===== config.mk =====
export PLATFORM = sky130hd
export DESIGN_NAME = logic_seq_32
export DESIGN_NICKNAME = d
export VERILOG_FILES = /design/src/rtl/logic_seq_32.sv
export SDC_FILE = /design/constraint.sdc
export NUM_CORES = 1
export LEC_CHECK = 0
export CAP_MARGIN = 20
export CORE_AREA = 4 4 142 110
export DETAILED_ROUTE_END_ITERATION = 16
export DIE_AREA = 0 0 146 114
export GPL_TIMING_DRIVEN = 0
export PLACE_DENSITY = 0.74
export SLEW_MARGIN = 20
export SYNTH_ARGS = -nofsm -noshare
export SYNTH_HDL_FRONTEND = slang
export SYNTH_SLANG_ARGS = --single-unit
export TNS_END_PERCENT = 20

===== constraint.sdc =====
create_clock -name clk -period 1.7 [get_ports clk]
set_clock_uncertainty 0.2 [all_clocks]
set_input_delay 0.255 -clock clk [delete_from_list [all_inputs] [get_ports clk]]
set_output_delay 0.255 -clock clk [all_outputs]
set_load 0.01 [all_outputs]

===== src/rtl/logic_seq_32.sv =====
// Slice-serial 32-bit bitwise logic unit: SLICE_W bits of AND/OR/XOR/NOR per cycle, LSB slice first.
// Optional macro LOGIC_ZERO_FLAG_EN builds a registered result-is-zero flag; otherwise zero is tied low.
module logic_seq_32 #(
  parameter int SLICE_W = 8
) (
  input  logic        clk,
  input  logic        reset,
  input  logic        start,
  input  logic [1:0]  op,
  input  logic [31:0] a,
  input  logic [31:0] b,
  output logic [31:0] res,
  output logic        busy,
  output logic        done,
  output logic        zero
);

  localparam int N     = 32 / SLICE_W;
  localparam int CNT_W = (N > 1) ? $clog2(N) : 1;

  typedef enum logic [1:0] {IDLE, RUN, DONE} state_t;

  state_t             state_q, state_d;
  logic [CNT_W-1:0]   cnt_q, cnt_d;
  logic [31:0]        a_q, a_d, b_q, b_d, res_q, res_d;
  logic [1:0]         op_q, op_d;
  logic               busy_q, busy_d, done_q, done_d;
  logic [31:0]        op_res;
  logic               last;

  // Full-width result of the latched operation; RUN picks out one slice per cycle.
  always_comb begin
    op_res = '0;
    case (op_q)
      2'b00:   op_res = a_q & b_q;
      2'b01:   op_res = a_q | b_q;
      2'b10:   op_res = a_q ^ b_q;
      default: op_res = ~(a_q | b_q);
    endcase
  end

  assign last = (cnt_q == CNT_W'(N - 1));

  always_comb begin
    state_d = state_q;
    cnt_d   = cnt_q;
    a_d     = a_q;
    b_d     = b_q;
    op_d    = op_q;
    res_d   = res_q;
    busy_d  = busy_q;
    done_d  = 1'b0;
    case (state_q)
      IDLE: begin
        if (start) begin
          a_d     = a;
          b_d     = b;
          op_d    = op;
          res_d   = '0;
          cnt_d   = '0;
          busy_d  = 1'b1;
          state_d = RUN;
        end
      end
      RUN: begin
        for (int i = 0; i < N; i++)
          if (cnt_q == CNT_W'(i))
            res_d[i*SLICE_W +: SLICE_W] = op_res[i*SLICE_W +: SLICE_W];
        cnt_d = cnt_q + CNT_W'(1);
        if (last) begin
          cnt_d   = '0;
          busy_d  = 1'b0;
          done_d  = 1'b1;
          state_d = DONE;
        end
      end
      DONE: begin
        state_d = IDLE;
      end
      default: begin
        busy_d  = 1'b0;
        state_d = IDLE;
      end
    endcase
  end

  always_ff @(posedge clk) begin
    if (reset) begin
      state_q <= IDLE;
      cnt_q   <= '0;
      a_q     <= '0;
      b_q     <= '0;
      op_q    <= '0;
      res_q   <= '0;
      busy_q  <= 1'b0;
      done_q  <= 1'b0;
    end else begin
      state_q <= state_d;
      cnt_q   <= cnt_d;
      a_q     <= a_d;
      b_q     <= b_d;
      op_q    <= op_d;
      res_q   <= res_d;
      busy_q  <= busy_d;
      done_q  <= done_d;
    end
  end

`ifdef LOGIC_ZERO_FLAG_EN
  logic zero_q, zero_d;

  // Cleared on accept, evaluated on the cycle the final slice lands.
  always_comb begin
    zero_d = zero_q;
    if (state_q == IDLE && start)
      zero_d = 1'b0;
    else if (state_q == RUN && last)
      zero_d = (res_d == 32'd0);
  end

  always_ff @(posedge clk) begin
    if (reset) zero_q <= 1'b0;
    else       zero_q <= zero_d;
  end

  assign zero = zero_q;
`else
  assign zero = 1'b0;
`endif

  assign res  = res_q;
  assign busy = busy_q;
  assign done = done_q;

endmodule

==> results.sh <==
export IMPL_start_util_pct=40.32
export IMPL_grt_usage_pct=18.36
export IMPL_maxSlewViolCount=0
export IMPL_slowest_delay_ps=530
export IMPL_synth_edff_count=0
export IMPL_crit_buf_inv=1
export IMPL_startpoint_type="flip-flop"
export IMPL_drt_iter0_markers=192
export IMPL_synth_xor_area_share_pct=0
export IMPL_worstPathArrival_ps=1220
export IMPL_synth_fp_nets=825
export IMPL_setup_viol=0
export IMPL_syn_cell_area_mm2=0.005732
export IMPL_whs_ps=244.6
export IMPL_seq_area_frac_synth_pct=36.32
export IMPL_dieArea_mm2=0.01664
export IMPL_area_growth_pct=27.92
export IMPL_synth_seq_cells=104
export IMPL_power_frac_comb_pct=17.7
export IMPL_cts_setup_buffers=0
export IMPL_status="complete, no violations"
export IMPL_first_pass_iters=4
export IMPL_yosysTopAreaCell="dfxtp_1"
export IMPL_vias=4832
export IMPL_synthAdderAreaFrac_pct=14.84
export IMPL_port_buffers=102
export IMPL_synth_top_area_share_pct=36.32
export IMPL_htreeDepth=3
export IMPL_nets=938
export IMPL_synth_commonest_cells="nand2_1, dfxtp_1, a21oi_1, inv_1, ha_1"
export IMPL_internal_power_uw=4342
export IMPL_worst_pin_slew_ps=575.4
export IMPL_pwr_share_seq_pct=44.2
export IMPL_grt_pass1_wl_um=24490
export IMPL_antennaDiodeCount=0
export IMPL_clock_root_buffer="clkbuf_16"
export IMPL_routed_via_density=4.901
export IMPL_leakage_uw=0.003209
export IMPL_synth_top_family_by_area="compound AO/OA/AOI/OAI gates"
export IMPL_path_max_fanout=2
export IMPL_hold_violations=0
export IMPL_routedWlPerCell_um=15.20
export IMPL_die_h_um=114
export IMPL_routed_wl_um=14990
export IMPL_post_route_period_util_pct=98.40
export IMPL_rows=38
export IMPL_synthTopCellsByArea="dfxtp_1, ha_1, nand2_1"
export IMPL_relSlewSlack_pct=61.64
export IMPL_pin_count=104
export IMPL_clkPwrFrac_pct=38.1
export IMPL_cts_made_buffers=9
export IMPL_power_switching_uw=1618
export IMPL_grt_pass1_vias=4851
export IMPL_netlist_cell_type_count=26
export IMPL_finalCoreUtilization_pct=51.58
export IMPL_rsz0062_at_grt="yes"
export IMPL_crit_chain="clkdlybuf4s50_1"
export IMPL_route_antenna_remaining_nets=0
export IMPL_synthArstFlopShare_pct=0
export IMPL_critical_path_top_delay_family="buffers and inverters"
export IMPL_tritoncts="done"
export IMPL_finalWorstSetupSlack_ps=27.21
export IMPL_synth_compound_area_share_pct=16.81
export IMPL_vdd_drop_max_uv=435.2
export IMPL_gp_congestion=0.8362
export IMPL_drc=0
export IMPL_worstSetupPathType="reg -> out"
export IMPL_clkLatencyLatePin_ps=360
export IMPL_drive_gt1_share_pct=9.429
export IMPL_cp_slowest_cell="clkdlybuf4s50_1"
export IMPL_grt_antenna_before_repair=0
export IMPL_fp_dieW_um=146
export IMPL_grt_max_degree=18
export IMPL_synthCells=688
export IMPL_ys_flop_type="dfxtp_1"
export IMPL_pre_cts_ws_ps=-311.3
export IMPL_synth_area_mux_share_pct=8.426
export IMPL_gr_total_overflow=0
export IMPL_core_area_mm2=0.01422
export IMPL_hold_class="in -> reg"
export IMPL_powerDensity_mw_per_mm2=812.9
export IMPL_cts_sinks=104
export IMPL_max_freq_mhz=597.8
export IMPL_clk_pin_slew_ps=80
export IMPL_synth_simple_area_share_pct=13.14
export IMPL_switching_share_pct=27.14
export IMPL_drv_cap=0
export IMPL_min_period_ps=1673
export IMPL_dp_final_hpwl_um=10920
export IMPL_synth_area_per_cell_um2=8.331
export IMPL_critPathRequiredTime_ps=1240
export IMPL_yosys_cell_count_top_type="nand2_1"
export IMPL_setup_worst_path_end_class="output pin"
export IMPL_cts_path_max_buffers=2
export IMPL_yosys_warnings=0
==> per-stage QoR <==
| step | total power, µW | setup TNS, ps | area [µm²] | cells |
|---|---|---|---|---|
| after floorplan | 3335 | 0 | 5732 | 688 |
| after global placement | 3703 | -15890 | 6978 | 970 |
| after detailed placement | 3736 | -17980 | 6978 | 970 |
| after CTS | 5983 | 0 | 7279 | 986 |
| after global routing | 6216 | -547.2 | 7332 | 986 |
| final | 5960 | 0 | 7332 | 986 |
==> registers in the layout, summed over array words and instances, names as in the netlist <==
| register | count |
|---|---|
| a_q | 32 |
| op_q | 2 |
| state_q | 2 |
| cnt_q | 2 |
| b_q | 32 |
| done | 1 |
| res | 32 |
| busy | 1 |
==> cell type report <==
class	count	area, µm²
buffer	41	294.0
inverter	84	315.3
clock inverter	7	93.84
tap	180	225.2
clock buffer	9	225.2
multi-input combinational	459	3059
sequential	104	2082
timing repair buffer	102	1037
fill	1336	6884
==> timing repair <==
action,in CTS,in global routing
endpoints found under the setup margin,25,46
hold buffers,0,0
resized for setup,20,22
==> power groups by stage <==
stage               Combinational [µW]  Sequential, µW  Clock, µW
floorplan                          667            2670          0
global placement                  1020            2680          0
detailed placement                1050            2690          0
CTS                               1050            2630       2300
global route                      1180            2650       2380
finish                            1060            2630       2270
==> kinds of logic (layout without fill, tap and decap cells) <==
kind of cell | Yosys count | count (layout)
other cells | 1 | 1
simple gates | 186 | 186
flops | 104 | 104
buf+inv | 125 | 243
mux | 46 | 46
fa+ha+maj | 68 | 68
compound gates | 158 | 158
==> cells in the final DEF (no fill, tap or decap) <==
cell / netlist / final
nor2_1: 22 / 22
nor2_4: 1 / 2
o21ai_0: 16 / 16
bufinv_16: 0 / 2
dfxtp_1: 104 / 104
clkinv_2: 0 / 2
a21oi_1: 90 / 90
nand2b_1: 1 / 1
a32oi_1: 2 / 2
ha_1: 68 / 68
inv_6: 0 / 1
buf_4: 9 / 8
clkdlybuf4s50_1: 0 / 70
conb_1: 1 / 1
nand2b_4: 1 / 1
clkinvlp_4: 0 / 2
buf_8: 0 / 1
clkbuf_2: 0 / 2
inv_1: 84 / 84
dlymetal6s2s_1: 0 / 15
nand3_2: 1 / 1
nand2_2: 1 / 1
nand2_1: 153 / 153
clkbuf_16: 0 / 9
nor3_4: 1 / 1
a211oi_1: 18 / 18
nor3b_1: 1 / 1
mux2i_1: 28 / 28
dlygate4sd2_1: 0 / 17
buf_6: 11 / 11
mux2_2: 18 / 18
nor2_2: 4 / 3
buf_2: 8 / 11
o2bb2ai_1: 32 / 32
clkbuf_1: 10 / 8
==> metal layers <==
layer / share of wire [%] / track usage [%] / up-vias
met5: 0 / 0 / -
met3: 5.7 / 4.607 / 12
met1: 49 / 24.90 / 2219
met2: 44 / 29.73 / 119
li1: - / - / 2482
met4: 0.94 / 4.261 / 0
==> final timing paths <==
path	slack [ps]	endpoint	depth (start not counted)	startpoint
min reg2reg	260	res[25]	1	res[25]
max reg2reg	50	res[4]	5	state_q[0]
max	30	res[10]	1	res[10]
min	240	a_q[24]	3	a[24]
No activity file was read; power rests on OpenSTA's default activity.
